`config.mk`:
```
export PLATFORM = sky130hd
export DESIGN_NAME = ecc_secded_scrub_memory
export DESIGN_NICKNAME = d
export VERILOG_FILES = /design/src/rtl/ecc_secded_pkg.sv /design/src/rtl/ecc_secded_scrub_memory_decoder.sv /design/src/rtl/ecc_secded_scrub_memory.sv
export SDC_FILE = /design/constraint.sdc
export NUM_CORES = 1
export LEC_CHECK = 0
export BUFFER_PORTS_ARGS = -buffer_cell sky130_fd_sc_hd__clkbuf_2
export CAP_MARGIN = 20
export CELL_PAD_IN_SITES_DETAIL_PLACEMENT = 1
export CELL_PAD_IN_SITES_GLOBAL_PLACEMENT = 1
export CORE_MARGIN = 1
export CORE_UTILIZATION = 52
export DETAILED_ROUTE_END_ITERATION = 16
export PLACE_DENSITY_LB_ADDON = 0.05
export SYNTH_ARGS = -nofsm -noshare
export SYNTH_HDL_FRONTEND = slang
export SYNTH_SLANG_ARGS = --single-unit
```
`constraint.sdc`:
```
create_clock -name clk -period 5 [get_ports clk]
set_input_delay 0.25 -clock clk [delete_from_list [all_inputs] [get_ports clk]]
set_output_delay 0.25 -clock clk [all_outputs]
set_load 0.05 [all_outputs]
```
`src/rtl/ecc_secded_pkg.sv`:
```
// Shared definitions for the SECDED scrub memory: derived code sizes, the
// extended-Hamming encoder, the fault-pattern builder and the scrubber states.
package ecc_secded_pkg;

    localparam int MAX_DW = 64;
    localparam int MAX_CW = 72;

    typedef enum logic [2:0] {
        SCRUB_IDLE      = 3'd0,
        SCRUB_WAIT      = 3'd1,
        SCRUB_READ      = 3'd2,
        SCRUB_CHECK     = 3'd3,
        SCRUB_WRITEBACK = 3'd4
    } scrub_state_e;

    function automatic int calc_r(input int dw);
        int r;
        r = 1;
        while ((1 << r) < dw + r + 1) r++;
        return r;
    endfunction

    function automatic int calc_cw(input int dw);
        return dw + calc_r(dw) + 1;
    endfunction

    // Data fills non-power-of-2 positions LSB-first; bit 0 is overall parity.
    function automatic logic [MAX_CW-1:0] secded_encode(input logic [MAX_DW-1:0] data,
                                                        input int dw);
        logic [MAX_CW-1:0] cw;
        int                cwn;
        int                j;
        int                p;
        logic              par;
        cw  = '0;
        cwn = calc_cw(dw);
        j   = 0;
        for (int pos = 1; pos < MAX_CW; pos++) begin
            if (pos < cwn && (pos & (pos - 1)) != 0) begin
                cw[pos] = data[j];
                j++;
            end
        end
        for (int k = 0; k < 7; k++) begin
            p = 1 << k;
            if (p < cwn) begin
                par = 1'b0;
                for (int pos = 1; pos < MAX_CW; pos++) begin
                    if ((pos & p) != 0 && pos < cwn) par = par ^ cw[pos];
                end
                cw[p] = par;
            end
        end
        cw[0] = ^cw;
        return cw;
    endfunction

    function automatic logic [MAX_CW-1:0] fault_pattern(input int a1, input int a2,
                                                        input logic dbl, input int cw);
        logic [MAX_CW-1:0] pat;
        pat = '0;
        if (a1 < cw) pat[a1] = 1'b1;
        if (dbl && a2 < cw) pat[a2] = pat[a2] ^ 1'b1;
        return pat;
    endfunction

endpackage

```
`src/rtl/ecc_secded_scrub_memory_decoder.sv`:
```
// Combinational SECDED decoder: syndrome, overall parity, single-bit correction
// and extraction of the data bits from the Hamming positions.
module ecc_secded_decoder
    import ecc_secded_pkg::*;
#(
    parameter int DATA_W = 8
) (
    input  logic [calc_cw(DATA_W)-1:0] cw_i,
    output logic [DATA_W-1:0]          data_o,
    output logic                       sec_o,
    output logic                       ded_o,
    output logic [calc_r(DATA_W)-1:0]  syndrome_o
);

    localparam int R  = calc_r(DATA_W);
    localparam int CW = calc_cw(DATA_W);

    logic [R-1:0]  syn_s;
    logic          par_s;
    logic [CW-1:0] fixed_s;
    logic [CW-1:0] src_s;

    // Syndrome, classification and data extraction
    always_comb begin
        int j;
        syn_s   = '0;
        fixed_s = cw_i;
        sec_o   = 1'b0;
        ded_o   = 1'b0;
        data_o  = '0;
        j       = 0;
        for (int pos = 1; pos < CW; pos++) begin
            if (cw_i[pos]) syn_s = syn_s ^ R'(pos);
        end
        par_s = ^cw_i;
        if (par_s && int'(syn_s) < CW) begin
            fixed_s[int'(syn_s)] = ~cw_i[int'(syn_s)];
            sec_o = 1'b1;
        end else if (par_s || syn_s != '0) begin
            ded_o = 1'b1;
        end else begin
            sec_o = 1'b0;
        end
        // On DED the raw bits are returned untouched
        src_s = ded_o ? cw_i : fixed_s;
        for (int pos = 1; pos < CW; pos++) begin
            if ((pos & (pos - 1)) != 0) begin
                data_o[j] = src_s[pos];
                j++;
            end
        end
        syndrome_o = syn_s;
    end

endmodule

```
`src/rtl/ecc_secded_scrub_memory.sv`:
```
// SECDED-protected single-port memory with fault injection, a background
// scrubber that writes back corrected words, and saturating error counters.
module ecc_secded_scrub_memory
    import ecc_secded_pkg::*;
#(
    parameter int DATA_W         = 8,
    parameter int ADDR_W         = 4,
    parameter int SCRUB_INTERVAL = 64,
    parameter int CNT_W          = 8
) (
    input  logic                               clk,
    input  logic                               rst,
    input  logic [DATA_W-1:0]                  input_data,
    input  logic [ADDR_W-1:0]                  input_addr,
    input  logic                               wr_en,
    input  logic                               rd_en,
    input  logic                               fault_enable,
    input  logic                               fault_persist,
    input  logic [$clog2(calc_cw(DATA_W))-1:0] fault_addr,
    input  logic                               fault_double,
    input  logic [$clog2(calc_cw(DATA_W))-1:0] fault_addr2,
    input  logic                               scrub_en,
    output logic [DATA_W-1:0]                  output_data,
    output logic                               rd_valid,
    output logic                               single_bit_error_corrected,
    output logic                               double_bit_error_detected,
    output logic [CNT_W-1:0]                   corr_count,
    output logic [CNT_W-1:0]                   uncorr_count,
    output logic                               scrub_busy
);

    localparam int R     = calc_r(DATA_W);
    localparam int CW    = calc_cw(DATA_W);
    localparam int DEPTH = 2 ** ADDR_W;
    localparam int IW    = $clog2(SCRUB_INTERVAL);
    localparam logic [IW-1:0] LAST_CNT = IW'(SCRUB_INTERVAL - 1);

    function automatic logic [CNT_W-1:0] sat_add(input logic [CNT_W-1:0] c,
                                                 input logic a, input logic b);
        logic [CNT_W:0] s;
        s = {1'b0, c} + (CNT_W + 1)'(a) + (CNT_W + 1)'(b);
        return s[CNT_W] ? {CNT_W{1'b1}} : s[CNT_W-1:0];
    endfunction

    logic [CW-1:0]     mem_q [DEPTH];
    logic [DEPTH-1:0]  valid_q;
    scrub_state_e      state_q, state_d;
    logic [IW-1:0]     cnt_q;
    logic [ADDR_W-1:0] ptr_q, scrub_addr_q;
    logic [CW-1:0]     scrub_cw_q, wb_cw_q, rd_cw_q;
    logic              conflict_q, rd_pend_q, rd_hit_q;
    logic [DATA_W-1:0] data_q;
    logic              rd_valid_q, sec_q, ded_q, busy_q;
    logic [CNT_W-1:0]  corr_q, uncorr_q;

    logic [CW-1:0]     pattern_s, transient_s, cur_word_s, enc_s, dec_cw_s;
    logic              pf_req_s, user_wr_s, user_pf_s, user_rd_s, port_busy_s;
    logic              conflict_now_s, abort_s;
    logic              scrub_fetch_s, scrub_check_s, scrub_wb_s, busy_d;
    logic [DATA_W-1:0] dec_data_s;
    logic              dec_sec_s, dec_ded_s;
    logic [R-1:0]      dec_syn_s;
    logic              user_sec_ev_s, user_ded_ev_s, scrub_sec_ev_s, scrub_ded_ev_s;

    assign pattern_s   = CW'(fault_pattern(int'(fault_addr), int'(fault_addr2), fault_double, CW));
    assign pf_req_s    = fault_enable && fault_persist;
    assign user_wr_s   = wr_en;
    assign user_pf_s   = !wr_en && pf_req_s;
    assign user_rd_s   = !wr_en && !pf_req_s && rd_en;
    assign port_busy_s = wr_en || pf_req_s || rd_en;
    assign transient_s = (fault_enable && !fault_persist) ? pattern_s : '0;
    assign cur_word_s  = mem_q[input_addr];
    assign enc_s       = CW'(secded_encode(MAX_DW'(input_data), DATA_W));

    // A newer user write or persistent fault to the scrubbed entry wins
    assign conflict_now_s = (user_wr_s || user_pf_s) && (input_addr == scrub_addr_q);
    assign abort_s        = conflict_q || conflict_now_s;

    // A pending user read and scrub CHECK never coincide, so one decoder serves both
    assign dec_cw_s = rd_pend_q ? rd_cw_q : scrub_cw_q;

    ecc_secded_decoder #(.DATA_W(DATA_W)) u_dec (
        .cw_i       (dec_cw_s),
        .data_o     (dec_data_s),
        .sec_o      (dec_sec_s),
        .ded_o      (dec_ded_s),
        .syndrome_o (dec_syn_s)
    );

    // Scrub state register
    always_ff @(posedge clk) begin
        if (rst) state_q <= SCRUB_IDLE;
        else     state_q <= state_d;
    end

    // Scrub next-state logic
    always_comb begin
        state_d = state_q;
        case (state_q)
            SCRUB_IDLE:  state_d = scrub_en ? SCRUB_WAIT : SCRUB_IDLE;
            SCRUB_WAIT: begin
                if (!scrub_en)             state_d = SCRUB_IDLE;
                else if (cnt_q == LAST_CNT) state_d = SCRUB_READ;
                else                       state_d = SCRUB_WAIT;
            end
            SCRUB_READ: begin
                if (port_busy_s)             state_d = SCRUB_READ;
                else if (!valid_q[ptr_q])    state_d = scrub_en ? SCRUB_WAIT : SCRUB_IDLE;
                else                         state_d = SCRUB_CHECK;
            end
            SCRUB_CHECK: begin
                if (dec_sec_s) state_d = SCRUB_WRITEBACK;
                else           state_d = scrub_en ? SCRUB_WAIT : SCRUB_IDLE;
            end
            SCRUB_WRITEBACK: begin
                if (abort_s || !port_busy_s) state_d = scrub_en ? SCRUB_WAIT : SCRUB_IDLE;
                else                         state_d = SCRUB_WRITEBACK;
            end
            default: state_d = SCRUB_IDLE;
        endcase
    end

    // Scrub output decode
    always_comb begin
        scrub_fetch_s = 1'b0;
        scrub_check_s = 1'b0;
        scrub_wb_s    = 1'b0;
        case (state_q)
            SCRUB_READ:      scrub_fetch_s = !port_busy_s;
            SCRUB_CHECK:     scrub_check_s = 1'b1;
            SCRUB_WRITEBACK: scrub_wb_s    = !abort_s && !port_busy_s;
            default:         scrub_fetch_s = 1'b0;
        endcase
        busy_d = (state_d == SCRUB_READ) || (state_d == SCRUB_CHECK) ||
                 (state_d == SCRUB_WRITEBACK);
    end

    // Scrub datapath: interval counter, pointer, fetched and re-encoded words
    always_ff @(posedge clk) begin
        if (rst) begin
            cnt_q        <= '0;
            ptr_q        <= '0;
            scrub_addr_q <= '0;
            scrub_cw_q   <= '0;
            wb_cw_q      <= '0;
            conflict_q   <= 1'b0;
            busy_q       <= 1'b0;
        end else begin
            cnt_q  <= (state_q == SCRUB_WAIT) ? cnt_q + 1'b1 : '0;
            busy_q <= busy_d;
            if (scrub_fetch_s) begin
                scrub_addr_q <= ptr_q;
                scrub_cw_q   <= mem_q[ptr_q];
                conflict_q   <= 1'b0;
                if (!valid_q[ptr_q]) ptr_q <= ptr_q + 1'b1;
            end else if (scrub_check_s) begin
                ptr_q      <= ptr_q + 1'b1;
                wb_cw_q    <= CW'(secded_encode(MAX_DW'(dec_data_s), DATA_W));
                conflict_q <= conflict_now_s;
            end else if (state_q == SCRUB_WRITEBACK) begin
                conflict_q <= abort_s;
            end
        end
    end

    // Array storage: one write per cycle, never touched during reset
    always_ff @(posedge clk) begin
        if (!rst) begin
            if (user_wr_s)      mem_q[input_addr]   <= enc_s;
            else if (user_pf_s) mem_q[input_addr]   <= cur_word_s ^ pattern_s;
            else if (scrub_wb_s) mem_q[scrub_addr_q] <= wb_cw_q;
        end
    end

    // Entry valid bits
    always_ff @(posedge clk) begin
        if (rst)            valid_q <= '0;
        else if (user_wr_s) valid_q[input_addr] <= 1'b1;
    end

    // User read pipeline: capture the (possibly faulted) word, decode next cycle
    always_ff @(posedge clk) begin
        if (rst) begin
            rd_pend_q  <= 1'b0;
            rd_hit_q   <= 1'b0;
            rd_cw_q    <= '0;
            rd_valid_q <= 1'b0;
            data_q     <= '0;
            sec_q      <= 1'b0;
            ded_q      <= 1'b0;
        end else begin
            rd_pend_q  <= user_rd_s;
            rd_valid_q <= rd_pend_q;
            if (user_rd_s) begin
                rd_cw_q  <= cur_word_s ^ transient_s;
                rd_hit_q <= valid_q[input_addr];
            end
            if (rd_pend_q) begin
                data_q <= rd_hit_q ? dec_data_s : '0;
                sec_q  <= rd_hit_q && dec_sec_s;
                ded_q  <= rd_hit_q && dec_ded_s;
            end else begin
                sec_q  <= 1'b0;
                ded_q  <= 1'b0;
            end
        end
    end

    assign user_sec_ev_s  = rd_pend_q && rd_hit_q && dec_sec_s;
    assign user_ded_ev_s  = rd_pend_q && rd_hit_q && dec_ded_s;
    assign scrub_sec_ev_s = scrub_check_s && dec_sec_s;
    assign scrub_ded_ev_s = scrub_check_s && dec_ded_s;

    // Saturating error counters
    always_ff @(posedge clk) begin
        if (rst) begin
            corr_q   <= '0;
            uncorr_q <= '0;
        end else begin
            corr_q   <= sat_add(corr_q, user_sec_ev_s, scrub_sec_ev_s);
            uncorr_q <= sat_add(uncorr_q, user_ded_ev_s, scrub_ded_ev_s);
        end
    end

    assign output_data                = data_q;
    assign rd_valid                   = rd_valid_q;
    assign single_bit_error_corrected = sec_q;
    assign double_bit_error_detected  = ded_q;
    assign corr_count                 = corr_q;
    assign uncorr_count               = uncorr_q;
    assign scrub_busy                 = busy_q;

endmodule

```
# ---- Word-level counts from Yosys, hierarchy flattened
# Memory sizes are Yosys's and may differ from the RTL's. A register that Yosys moved wholly into a read port is not among the register bits.
# Index checks and enable logic that the tools add are counted.
dict set report word_totals {
  output_inout_bits 28
  elab_cells 350
  inputBits 28
  reg_bits 90
  mem_count 1
  mem_bits_rw 208
}
dict set report op_classes {
  magnitude_cmp 19
  addsub 12
  reduce_logical 46
  bitwise 51
  eq_ne 10
  muxes 194
}
# name words word_bits rd rd_clocked_by_memory_dff write_ports line_no
set memory_table {}
lappend memory_table {mem_q 16 13 2 1 1 ecc_secded_scrub_memory.sv:45} ;# logic [CW-1:0] mem_q [DEPTH];
# op count
set ops {}
lappend ops {{$mux 32} 21}
lappend ops {{$lt 32x8->1 const B} 7}
lappend ops {{$add 32x2->32 const B} 6}
lappend ops {{$reduce_xor 72->1} 2}
lappend ops {{$mux 1} 123}
lappend ops {{$mux 13} 7}
lappend ops {{$bwmux 72} 1}
lappend ops {{$bmux 1 s6} 7}
lappend ops {{$mux 4} 9}
lappend ops {{$xor 1x1->1} 31}
lappend ops {{$mux 3} 9}
lappend ops {{$xor 13x13->13} 2}
lappend ops {{$mux 8} 3}
lappend ops {{$logic_and 1x1->1} 20}
lappend ops {{$add 8x1->9} 2}
lappend ops {{$add 9x1->9} 2}
lappend ops {{$bmux 1 s4} 4}
lappend ops {{$demux 1 s4} 4}
lappend ops {{$ge 4x1->1 const B} 4}
lappend ops {{$lt 4x8->1 const B} 2}
lappend ops {{$mux 16} 1}
lappend ops {{$or 16x16->16} 1}
lappend ops {{$lt 4x5->1 const B} 3}
lappend ops {{$pmux 3 s5} 1}
lappend ops {{25 further kinds} 60}

# ---- Longest topological paths before layout
dict set report depth {
  depth_word 52
  depth_mapped 16
  depth_no_buf 15
}

# ---- Cells and area by module
# A second synthesis with hierarchy kept.
dict set report unflattened {
  hier_cells 1176
  hier_area_um2 15755.1
}
# mod cells_per_inst n_inst area_each_um2
set modules_own_cells {}
lappend modules_own_cells {ecc_secded_scrub_memory 1099 1 15149.5}
lappend modules_own_cells {ecc_secded_decoder 77 1 605.6}

# ---- Worst setup path before layout
# No wires, ideal clock.
dict set report synth_timing {
  path_kind {input to register}
  start {input port input_addr[0]}
  end {memory mem_q[0][12] (netlist bit), data pin}
  setup_slack_ps 1506
  t_arrival_ps 3164
  required_time_ps 4670
  path_buffers 2
  stages 7
  path_cell_list {clkbuf_1 buf_1 mux4_2 mux4_2 xnor2_1 mux2i_1 o21ai_0}
}
dict set report synth_between {
  elab_chain_cells 13
  elab_cells_between_ends 16
  classes_between {1 x eq/ne; 8 x mux; 1 x bitwise; 5 x reduce/logical; 1 x memory}
}
# element line_no
set synth_rtl {}
lappend synth_rtl {{start, declared} ecc_secded_scrub_memory.sv:14} ;# input logic [ADDR_W-1:0] input_addr,
lappend synth_rtl {{$eq 4x4->1} ecc_secded_scrub_memory.sv:76} ;# assign conflict_now_s = (user_wr_s || user_pf_s) && (input_addr == scrub_addr_q);
lappend synth_rtl {{$logic_and 1x1->1} ecc_secded_scrub_memory.sv:76}
lappend synth_rtl {{$logic_or 1x1->1} ecc_secded_scrub_memory.sv:77} ;# assign abort_s = conflict_q || conflict_now_s;
lappend synth_rtl {{$logic_not 1->1} ecc_secded_scrub_memory.sv:131} ;# SCRUB_WRITEBACK: scrub_wb_s = !abort_s && !port_busy_s;
lappend synth_rtl {{$logic_and 1x1->1} ecc_secded_scrub_memory.sv:131}
lappend synth_rtl {{$mux 1} ecc_secded_scrub_memory.sv:128} ;# case (state_q)
lappend synth_rtl {{$mux 1} ecc_secded_scrub_memory.sv:171} ;# else if (scrub_wb_s) mem_q[scrub_addr_q] <= wb_cw_q;
lappend synth_rtl {{$mux 1} ecc_secded_scrub_memory.sv:170} ;# else if (user_pf_s) mem_q[input_addr] <= cur_word_s ^ pattern_s;
lappend synth_rtl {{$mux 1} ecc_secded_scrub_memory.sv:169} ;# if (user_wr_s) mem_q[input_addr] <= enc_s;
lappend synth_rtl {{$mux 1} ecc_secded_scrub_memory.sv:168} ;# if (!rst) begin
lappend synth_rtl {{$mux 1 (not written as such)} ecc_secded_scrub_memory.sv:171}
lappend synth_rtl {{$reduce_or 13->1 (no line)} -}
lappend synth_rtl {{$mux 13 (no line) (*)} -}
lappend synth_rtl {{end, declared} ecc_secded_scrub_memory.sv:45}
# Mark *: on every way between the ends. The rest lies on a longest branch, timed or not.

# ---- Final worst setup path
dict set report layout_timing {
  start {register rd_pend_q}
  end {register corr_q[0], in the netlist corr_count[0]}
}
dict set report layout_between {
  elab_chain_cells 25
  elab_cells_between_ends 31
  classes_between {2 x add/sub; 1 x order compare; 15 x mux; 8 x bitwise; 5 x reduce/logical}
}
# element line_no
set layout_rtl {}
lappend layout_rtl {{start, declared} ecc_secded_scrub_memory.sv:51} ;# logic conflict_q, rd_pend_q, rd_hit_q;
lappend layout_rtl {{start signal, assigned} ecc_secded_scrub_memory.sv:192} ;# rd_pend_q <= user_rd_s;
lappend layout_rtl {{$mux 13} ecc_secded_scrub_memory.sv:80} ;# assign dec_cw_s = rd_pend_q ? rd_cw_q : scrub_cw_q;
lappend layout_rtl {{$mux 1} ecc_secded_scrub_memory_decoder.sv:33} ;# if (cw_i[pos]) syn_s = syn_s ^ R'(pos);
lappend layout_rtl {{$mux 2} ecc_secded_scrub_memory_decoder.sv:33}
lappend layout_rtl {{$not 2->2 (no line)} -}
lappend layout_rtl {{$mux 2} ecc_secded_scrub_memory_decoder.sv:33}
lappend layout_rtl {{$mux 3} ecc_secded_scrub_memory_decoder.sv:33}
lappend layout_rtl {{$not 2->2 (no line)} -}
lappend layout_rtl {{$mux 3 (2 in series)} ecc_secded_scrub_memory_decoder.sv:33}
lappend layout_rtl {{[7 not listed]} -}
lappend layout_rtl {{$mux 4 (2 in series)} ecc_secded_scrub_memory_decoder.sv:33}
lappend layout_rtl {{$lt 4x4->1} ecc_secded_scrub_memory_decoder.sv:36} ;# if (par_s && int'(syn_s) < CW) begin
lappend layout_rtl {{$logic_and 1x1->1} ecc_secded_scrub_memory_decoder.sv:36}
lappend layout_rtl {{$mux 1} ecc_secded_scrub_memory_decoder.sv:36}
lappend layout_rtl {{$logic_and 1x1->1} ecc_secded_scrub_memory.sv:209} ;# assign user_sec_ev_s = rd_pend_q && rd_hit_q && dec_sec_s;
lappend layout_rtl {{$add 8x1->9} ecc_secded_scrub_memory.sv:41} ;# s = {1'b0, c} + (CNT_W + 1)'(a) + (CNT_W + 1)'(b);
lappend layout_rtl {{$add 9x1->9 (*)} ecc_secded_scrub_memory.sv:41}
lappend layout_rtl {{$mux 8 (*)} ecc_secded_scrub_memory.sv:42} ;# return s[CNT_W] ? {CNT_W{1'b1}} : s[CNT_W-1:0];
lappend layout_rtl {{end signal, assigned} ecc_secded_scrub_memory.sv:220} ;# corr_q <= sat_add(corr_q, user_sec_ev_s, scrub_sec_ev_s);
lappend layout_rtl {{end, declared} ecc_secded_scrub_memory.sv:54} ;# logic [CNT_W-1:0] corr_q, uncorr_q;
# Marks and branches as above.
# A chain may end at the register's enable or synchronous reset.

==> impl_metrics.py <==
metrics = {
    "final_layout": {
        "mostFrequentLayoutCells": "edfxtp_1 (208), mux4_2 (141), nor2_1 (123)",
        "area_growth_pct": 13.1,
        "drive_gt1_share_pct": 24.9,
        "antenna_cells": 0,
        "final_common_cell": "edfxtp_1",
        "fin_nets": 1321,
        "final_cell_area_mm2": 0.0182,
        "nFillCells": 2988,
    },
    "worst_hold_path": {
        "min_path_cells": 3,
        "hp-class": "in2reg",
        "hold_path_end": "state_q[0]$_SDFF_PP0_",
        "min_from": "scrub_en",
    },
    "logic_synthesis": {
        "syn_inst": 1229,
        "yosysSeqAreaShare_pct": 51.7,
        "synth.area.mux_share_pct": 22.6,
        "synth_area_per_cell_um2": 13.1,
        "synth.distinct_cells": 72,
        "async_flop_share_pct": 0,
        "yosys.area_share.simple_pct": 10.3,
        "synth_area_mm2": 0.0161,
        "synth.area.top_cells": "edfxtp_1 (39%), mux4_2 (20%), dfxtp_1 (13%)",
        "synth-xor-area-share_pct": 5.14,
        "synth_compound_area_share_pct": 7.55,
        "syn_nets": 1263,
        "synth_edf_count": 208,
        "synth_seq_cells": 311,
        "synth_top_area_share_pct": 38.8,
        "ys.flop_type": "edfxtp_1",
        "ys_warn_count": 0,
        "synth_top_family_by_area": "multiplexers",
        "yosysTopAreaCell": "edfxtp_1",
        "synth_fa_ha_area_share_pct": 0.560,
    },
    "power_and_ir_drop": {
        "power_density_mw_per_mm2": 341,
        "leakage_nw": 5.98,
        "ir_drop_v": 0.000288,
    },
    "worst_setup_path": {
        "end_kind": "flip-flop",
        "arrival_ps": 4720,
        "crit_type": "reg2reg",
        "crit_chain": "inv_6 -> mux2i_1 -> xor3_2 -> nand2_1 -> a211oi_1 -> a311oi_1 -> a21oi_1 -> nand2_1 -> fa_1 -> inv_1 -> ha_1 -> and3_1 -> and2_1 -> nand4_1 -> a21oi_1",
        "start_kind": "flip-flop",
        "reg2reg_from": "rd_pend_q$_SDFF_PP0_",
        "crit_slowest_cell": "dfxtp_1",
        "rr_worst_depth": 15,
        "worstPathMaxFanout": 19,
        "slowest_delay_ps": 620,
        "reg2reg_slack_ps": 720,
        "crit_required_ps": 5440,
        "r2r-end": "corr_count[0]$_SDFF_PP0_",
    },
    "clock_tree": {
        "cts.sinks": 311,
        "post_cts_buffers": 0,
        "cts_buffer_depth": 3,
        "cts_hold_buf": 0,
        "cts_tree": "built",
        "worstSkewPairLatency_ps": 530,
        "cts_htree_levels": 2,
        "path_clk_slew_ps": 60,
        "cts_resized": 0,
        "cts_buffers": 36,
        "cts-root-buf": "clkbuf_16",
    },
    "detailed_routing": {
        "routed_wl_um": 45200,
        "drtAntennaViolNets": 0,
        "wire_per_inst_um": 26.4,
        "initialDrtViolationCount": 1068,
        "drc": 0,
        "vias": 10900,
        "firstDrtPassIters": 5,
        "vias_per_cell": 6.39,
    },
    "placed_design": {
        "dp_slack_ps": 594,
        "place_congestion": 0.900,
        "post-dp-hpwl_um": 30100,
        "place_area_mm2": 0.0169,
        "port-buffer-count": 55,
    },
    "sta": {
        "final_max_slew_viol_count": 0,
        "fin_crit_ps": 4280,
        "tns_ps": 0,
        "fin_skew_ps": 17.5,
        "layout_setup_ws_ps": 720,
        "setup_viol": 0,
        "final-hold-violation-count": 0,
        "finalCritPeriodShare_pct": 85.6,
        "slew_headroom_pct": 28.1,
        "fmax_mhz": 234,
        "tightest_slew_ps": 1080,
        "rsz0062_at_grt": "no",
    },
    "floorplan": {
        "die_h_um": 178,
        "fp.coreArea_mm2": 0.0305,
        "die_w_um": 178,
        "die-area_mm2": 0.0316,
        "num_rows": 64,
        "start_util_pct": 52.7,
        "ioPinCount": 56,
    },
    "run_status": {
        "status": "finished clean",
    },
    "global_route": {
        "grt_pass1_vias": 11100,
        "overflow": 0,
        "antenna_found_initial": 0,
        "grt_pass1_wl_um": 68000,
        "grt_max_degree": 68,
        "grt_use_total_pct": 29.5,
    },
    "job": {
        "maxCapViolations": 0,
    },
}
layer usage:
metal | track usage, % | vias up | wire [um]
li1 | - | 4862 | -
met2 | 49.1 | 384 | 22200
met3 | 5.27 | 107 | 3210
met1 | 38.4 | 5566 | 18000
met5 | 0 | - | 0
met4 | 11.8 | 0 | 1840
cell usage after synthesis (3+ instances only):
| library cell | instances |
|---|---|
| o22ai_1 | 3 |
| mux4_2 | 141 |
| nand2b_1 | 19 |
| clkbuf_1 | 61 |
| ha_1 | 4 |
| nor3_1 | 22 |
| edfxtp_1 | 208 |
| nor2_1 | 123 |
| o21ai_0 | 32 |
| or3_1 | 14 |
| nand4_1 | 4 |
| and3_1 | 11 |
| nand3_1 | 27 |
| and2_1 | 3 |
| nand3b_1 | 5 |
| nor4_1 | 3 |
| a21oi_1 | 89 |
| xor2_1 | 28 |
| mux2_2 | 6 |
| buf_2 | 3 |
| xnor2_1 | 53 |
| dfxtp_1 | 103 |
| inv_1 | 10 |
| a31oi_1 | 11 |
| or2_2 | 4 |
| a211oi_1 | 18 |
| nand2_1 | 96 |
| nor2b_1 | 7 |
| buf_1 | 15 |
| xnor3_1 | 3 |
| mux2i_2 | 3 |
| a311oi_1 | 12 |
| mux2i_1 | 31 |
| nor3b_1 | 9 |
state kept, by name, indices dropped and copies added (netlist names):
signal                      cells
corr_count                      8
state_q                         3
conflict_q                      1
uncorr_count                    8
cnt_q                           6
double_bit_error_detected       1
mem_q                         208
ptr_q                           4
rd_pend_q                       1
valid_q                        16
single_bit_error_corrected      1
rd_valid                        1
wb_cw_q                        13
scrub_addr_q                    4
rd_hit_q                        1
scrub_busy                      1
output_data                     8
scrub_cw_q                     13
rd_cw_q                        13
final cells by class:
class	instances	area, um2	share of cell area, %
timing repair buffer	100	631	3.47
inverter	11	46.3	0.254
clock buffer	43	978	5.38
sequential	311	8310	45.7
multi-input combinational	827	7430	40.8
clock inverter	22	299	1.64
tap	396	495	2.72
worst max-delay path: cells and delay by family (launching register included):
family / cells / cell delay (ps)
mux: 1 / 180
xor+xnor: 1 / 620
compound gates: 4 / 880
flops: 1 / 620
fa+ha+maj: 2 / 620
buf+inv: 2 / 270
simple gates: 5 / 1010
kinds of logic after synthesis:
family,after synthesis
AOI/OAI and AO/OA,196
and+or+nand+nor,356
xor gates and xnor gates,86
muxes,183
DFF,311
adders and majority gates,6
buffers and inverters,91
stage by stage:
stage,util [%],total power [W],hold WS (ps),cells
detailed placement,55.4,0.00343,451,1644
global route,59.6,0.00638,123,1710
floorplan,-,0.00323,430,1229
CTS,59.6,0.00625,87.7,1709
finish,59.6,0.00621,97.7,1710
global placement,55.4,0.00341,438,1644
worst max path at each step:
stage	from	to
detailed placement	rd_pend_q$_SDFF_PP0_	corr_count[1]$_SDFF_PP0_
floorplan	input_addr[0]	mem_q[0][12]$_DFFE_PP_
global route	rd_pend_q$_SDFF_PP0_	corr_count[1]$_SDFF_PP0_
CTS	rd_pend_q$_SDFF_PP0_	corr_count[1]$_SDFF_PP0_
global placement	rd_pend_q$_SDFF_PP0_	corr_count[0]$_SDFF_PP0_
finish	rd_pend_q$_SDFF_PP0_	corr_count[0]$_SDFF_PP0_
power breakdown:
part / leakage [nW] / total (W) / internal [W] / switching (W)
Combinational: 2.65 / 0.000525 / 0.000195 / 0.000330
Sequential: 2.71 / 0.00285 / 0.00283 / 0.0000237
Clock: 0.618 / 0.00283 / 0.00173 / 0.00111
Total: 5.98 / 0.00621 / 0.00475 / 0.00146
Note: power is estimated with default switching activity, not from simulation.
